<file path="src/rtl/aes_word_loader.sv">
// Word-serial loader/unloader around the AES-128 core: gathers key+plaintext words, starts the core, streams ciphertext back.
// Optional AES_KEY_REUSE_EN: a block whose first word has in_kld=0 carries plaintext only and keeps the previous key.
module aes_word_loader #(
  parameter int unsigned CORE_LAT = 12
) (
  input  logic         clk,
  input  logic         rst,
  input  logic         in_valid,
  output logic         in_ready,
  input  logic [31:0]  in_data,
  input  logic         in_kld,
  output logic         out_valid,
  input  logic         out_ready,
  output logic [31:0]  out_data,
  output logic         busy,
  output logic [127:0] core_ptxt,
  output logic [127:0] core_key,
  output logic         core_valid,
  input  logic [127:0] core_ctxt
);

  localparam int unsigned WORD_W = 32;
  localparam int unsigned BLK_W  = 128;
  localparam int unsigned CNT_W  = 8;
  localparam logic [CNT_W-1:0] LAT_LAST = CNT_W'(CORE_LAT - 1);

  typedef enum logic [1:0] {LOAD, START, WAIT, OUT} state_t;

  state_t              r_state;
  logic [2:0]          r_widx;
  logic [1:0]          r_oidx;
  logic [CNT_W-1:0]    r_cnt;
  logic [BLK_W-1:0]    r_key;
  logic [BLK_W-1:0]    r_ptxt;
  logic [BLK_W-1:0]    r_buf;
  logic                r_in_ready;
  logic                r_out_valid;
  logic [WORD_W-1:0]   r_out_data;
  logic                r_busy;
  logic                r_core_valid;

  logic                w_accept;
  logic                w_key_skip;
  logic [1:0]          w_slot;
  logic [1:0]          w_next_oidx;

  assign w_accept    = in_valid & r_in_ready;
  assign w_slot      = ~r_widx[1:0];
  assign w_next_oidx = r_oidx + 2'd1;

`ifdef AES_KEY_REUSE_EN
  // A plaintext-only block jumps straight to the plaintext half of the word index.
  assign w_key_skip = (r_widx == 3'd0) && !in_kld;
`else
  logic w_unused_kld;
  assign w_unused_kld = in_kld;
  assign w_key_skip   = 1'b0;
`endif

  always_ff @(posedge clk or posedge rst) begin
    if (rst) begin
      r_state      <= LOAD;
      r_widx       <= 3'd0;
      r_oidx       <= 2'd0;
      r_cnt        <= '0;
      r_key        <= '0;
      r_ptxt       <= '0;
      r_buf        <= '0;
      r_in_ready   <= 1'b1;
      r_out_valid  <= 1'b0;
      r_out_data   <= '0;
      r_busy       <= 1'b0;
      r_core_valid <= 1'b0;
    end else begin
      case (r_state)
        LOAD: begin
          if (w_accept) begin
            if (w_key_skip) begin
              r_ptxt[BLK_W-1 -: WORD_W] <= in_data;
              r_widx                    <= 3'd5;
            end else begin
              if (!r_widx[2]) r_key[{w_slot, 5'd0} +: WORD_W]  <= in_data;
              else            r_ptxt[{w_slot, 5'd0} +: WORD_W] <= in_data;
              r_widx <= r_widx + 3'd1;
            end
            if (r_widx == 3'd7) begin
              r_state      <= START;
              r_in_ready   <= 1'b0;
              r_busy       <= 1'b1;
              r_core_valid <= 1'b1;
            end
          end
        end
        START: begin
          r_core_valid <= 1'b0;
          r_cnt        <= '0;
          r_state      <= WAIT;
        end
        WAIT: begin
          r_cnt <= r_cnt + CNT_W'(1);
          // Ciphertext is final in this cycle; capture it and present word 0.
          if (r_cnt == LAT_LAST) begin
            r_buf       <= core_ctxt;
            r_out_data  <= core_ctxt[BLK_W-1 -: WORD_W];
            r_out_valid <= 1'b1;
            r_oidx      <= 2'd0;
            r_state     <= OUT;
          end
        end
        OUT: begin
          if (out_ready) begin
            if (r_oidx == 2'd3) begin
              r_state     <= LOAD;
              r_out_valid <= 1'b0;
              r_in_ready  <= 1'b1;
              r_busy      <= 1'b0;
              r_oidx      <= 2'd0;
            end else begin
              r_oidx     <= w_next_oidx;
              r_out_data <= r_buf[{~w_next_oidx, 5'd0} +: WORD_W];
            end
          end
        end
        default: r_state <= LOAD;
      endcase
    end
  end

  assign in_ready   = r_in_ready;
  assign out_valid  = r_out_valid;
  assign out_data   = r_out_data;
  assign busy       = r_busy;
  assign core_ptxt  = r_ptxt;
  assign core_key   = r_key;
  assign core_valid = r_core_valid;

endmodule

</file>
<file path="config.mk">
export PLATFORM = sky130hd
export DESIGN_NAME = aes_word_loader
export DESIGN_NICKNAME = d
export VERILOG_FILES = /design/src/rtl/aes_word_loader.sv
export SDC_FILE = /design/constraint.sdc
export NUM_CORES = 1
export LEC_CHECK = 0
export CAP_MARGIN = 20
export CORE_MARGIN = 2
export CORE_UTILIZATION = 30
export DETAILED_ROUTE_END_ITERATION = 8
export DONT_BUFFER_PORTS = 1
export PLACE_DENSITY = 0.46
export SLEW_MARGIN = 15
export SYNTH_ARGS = -nofsm -noshare
export SYNTH_HDL_FRONTEND = slang
export SYNTH_SLANG_ARGS = --single-unit
</file>
<file path="constraint.sdc">
create_clock -name clk -period 14.59 [get_ports clk]
set_input_delay 2.1885 -clock clk [delete_from_list [all_inputs] [get_ports clk]]
set_output_delay 2.1885 -clock clk [all_outputs]
set_load 0.02 [all_outputs]
</file>
==> run summary <==
Area of the multi-input gates: 7120 sq um
Worst path cell trace: inv_8 -> buf_4 -> buf_4
Layout cell share with drive strength beyond 1: 0.327
Crit. Startpoint: rst
Grt ovf: 0
Crit Path Max Fanout: 102
Sequential Area: 10900 sq um
Slowest CP cell: buf_4
Power per Cell Area: 156 nW/um^2
Synth Flop Type: dfrtp_1
Cells after Synth: 1400
Via density: 4.94
Max_cap viols: 0
Sequential element share of the synthesized area: 0.586
Sequential power share: 0.440
Reg2Reg Depth: 5
Core Region: 61500 sq um
Layout net count: 1566
Setup CP Type: in -> async
Slew headroom: 0.309
Final hold vios: 0
Adder-cell share of the synthesized area: 0.00876
RePlAce Congestion: 0.723
Clock latency on the worst-skew pair: 0.59 ns
Vias in the first global route: 11500
Final WL: 51600 microns
Syn nets: 1578
CTS Buffer Depth: 3
Final setup viols: 0
Count leader, synth: dfrtp_1
Critical Path Max Stage Delay: 0.80 ns
Slew @ Worst Pin: 1.03 ns
Die Ht: 253 microns
Combinational share of power: 0.194
H-tree levels: 2
Post-synth EDFFs: 0
Unique masters post-synth: 39
CP most frequent cell: buf_4
Cell accounting for the most synthesized area: dfrtp_1
PostCTS Resize Cnt: 0
Number of top-level pins: 457
Top cells by area, synth: dfrtp_1 58%, mux2_2 21%, mux2i_1 3.5%
Compound-gate portion of the synthesized area: 0.0430
Area of the die: 63900 sq um
Cell Area, Synth: 18600 sq um
Leak: 9.76 nW
Simple-gate share of the synthesized area: 0.0781
Area Overhead vs Synth: 13.0%
Share of the synthesized area in the top cell type: 0.585
Top Family by Delay on Critical Path: buffers and inverters
Clock Power Share: 0.365
CTS tree: done
Final Max Slew Viols: 0
Initial Util: 0.302
Startpoint types: input port
Crit share post-route: 0.252
Clock Root Buffer: clkbuf_16
Fmax: 272 MHz
Post-CTS setup repair buffer count: 0
Beginning of the worst hold path: r_buf[14]
CP bufs+invs: 3
Fill cells: 6073
Hold-fix buffers at CTS: 0
Commonest cells post-synth: 434 x dfrtp_1, 352 x mux2_2, 98 x and2_1, 79 x o21ai_0, 75 x nand3_1
CTS Buf Count: 49
Post-route ant nets: 0
Outcome: finished clean
Critical path required time: 15.20 ns
DRT Pass-1 Iters: 4
Worst r2r src: r_cnt[0]
Reg-to-reg setup timing slack: 11.60 ns
Sw power: 0.000994 W
Unrepaired setup endpoints after global routing: false
Synth Area in XOR/XNOR: 0.000472
Synth Area per Inst: 13.3 sq um
Post-DR wirelength/cell: 23.3 microns
GRT Util Overall: 0.158
First-pass GRT wire length: 75800 microns
Yosys reg bits: 435
Share of flip-flops with an asynchronous set or reset: 1.00
# DRC: 0
Worst Hold Class: reg -> reg
I/O Buffers: 0
Site row count: 91
Main combinational cell family by area after synthesis: multiplexers
DP Wirelength: 34700 microns
Int Pwr: 0.00228 W
Reg2Reg Capture Point: r_buf[53]
Util after Layout: 0.341
Largest net degree at the start of global routing: 144
Arrival time worst endpoint: 4.29 ns
Clk_skew: 0.0235 ns
Sw Share: 0.303
Final min period: 3.67 ns
WHS Endpoint: r_buf[14]
Max IR drop VDD: 0.000110 V
CTS sink cnt: 435
Initial antenna violation count: 12
Worst-path clk slew: 0.06 ns
Ys Warns: 0
Post-synthesis mux area share: 0.249
Hold Crit Depth: 1
Kind of end point of the critical path: async pin
TNS Setup: 0 ns
Initial DRC count: 483
Die W: 253 microns
Total vias in the final route: 10900
## layout make-up
class                   count  area share
multi-input cells         810       0.339
inverters                  71      0.0131
flip-flops and latches    435       0.519
repair buffers             21     0.00811
well taps                 790      0.0471
clock buffers              71      0.0666
clock inverters            12     0.00721
diodes                      2    0.000238
## sequential cells by signal, summed over array words and instances (netlist names), 2 cells and up
name       count
r_cnt          8
r_buf        128
r_state        2
r_widx         3
out_data      32
r_oidx         2
core_key     128
core_ptxt    128
## cells in the final DEF (no fill, tap or decap), types with 2 or more instances in the layout
| cell type | count |
|---|---|
| a21o_1 | 2 |
| a21oi_1 | 3 |
| a22oi_1 | 2 |
| and2_1 | 98 |
| and3_1 | 3 |
| buf_4 | 20 |
| bufinv_16 | 2 |
| clkbuf_1 | 13 |
| clkbuf_16 | 49 |
| clkbuf_8 | 9 |
| clkinv_2 | 6 |
| clkinvlp_4 | 2 |
| dfrtp_1 | 434 |
| diode_2 | 2 |
| ha_1 | 12 |
| inv_1 | 70 |
| mux2_2 | 352 |
| mux2i_1 | 65 |
| nand2_1 | 14 |
| nand2_2 | 6 |
| nand2b_1 | 37 |
| nand3_1 | 74 |
| nor2_1 | 5 |
| nor3b_2 | 3 |
| o211ai_1 | 2 |
| o21ai_0 | 79 |
| o221ai_1 | 32 |
## power by group through the flow
| stage | clock, W | combinational [W] | sequential (W) |
|---|---|---|---|
| 2_1_floorplan | 0 | 0.000499 | 0.00143 |
| 3_3_place_gp | 0 | 0.000644 | 0.00146 |
| 3_5_place_dp | 0 | 0.000652 | 0.00147 |
| 4_1_cts | 0.00124 | 0.000655 | 0.00144 |
| 5_1_grt | 0.00129 | 0.000704 | 0.00145 |
| 6_report | 0.00120 | 0.000637 | 0.00144 |
## how the worst max path moves through the flow
| stage | end | slack, ns | depth (start not counted) |
|---|---|---|---|
| 2_1_floorplan | busy | 0.29 | 1 |
| 3_3_place_gp | core_key[24] | 10.21 | 3 |
| 3_5_place_dp | core_key[24] | 10.17 | 3 |
| 4_1_cts | core_key[23] | 10.80 | 3 |
| 5_1_grt | core_key[23] | 10.52 | 3 |
| 6_report | core_ptxt[116] | 10.92 | 3 |
## layer usage
metal  wire length, microns  track usage
met1                  19400        0.177
met2                  24500        0.258
met3                   6250       0.0830
met4                   1310       0.0482
met5                    135            0
## worst register-to-register path: stages, from the launching register on
cell and delay, ns:
dfrtp_1 0.38, ha_1 0.23, nor4b_4 0.38, nand3_4 0.73
buf_4 0.71, mux2_2 0.43
## per-stage QoR
stage	setup WS, ns	area (sq um)	total power (W)	cells	hold slack (ns)
after detailed placement	10.17	19400	0.00212	2127	0.492
after floorplan	0.286	18600	0.00193	1400	0.471
after CTS	10.80	21000	0.00334	2210	0.505
after global placement	10.21	19400	0.00211	2127	0.486
final	10.92	21000	0.00328	2212	0.500
after global routing	10.52	21000	0.00345	2211	0.508
## cells by family (layout without fill, tap and decap cells)
logic type,count (synthesis),count (layout)
buffers and inverters,155,175
other,0,2
and+or+nand+nor,252,252
xor gates and xnor gates,1,1
muxes,418,418
AOI/OAI and AO/OA,126,126
DFF,435,435
adders and majority gates,13,13
Power figures use the tool's default switching activity.
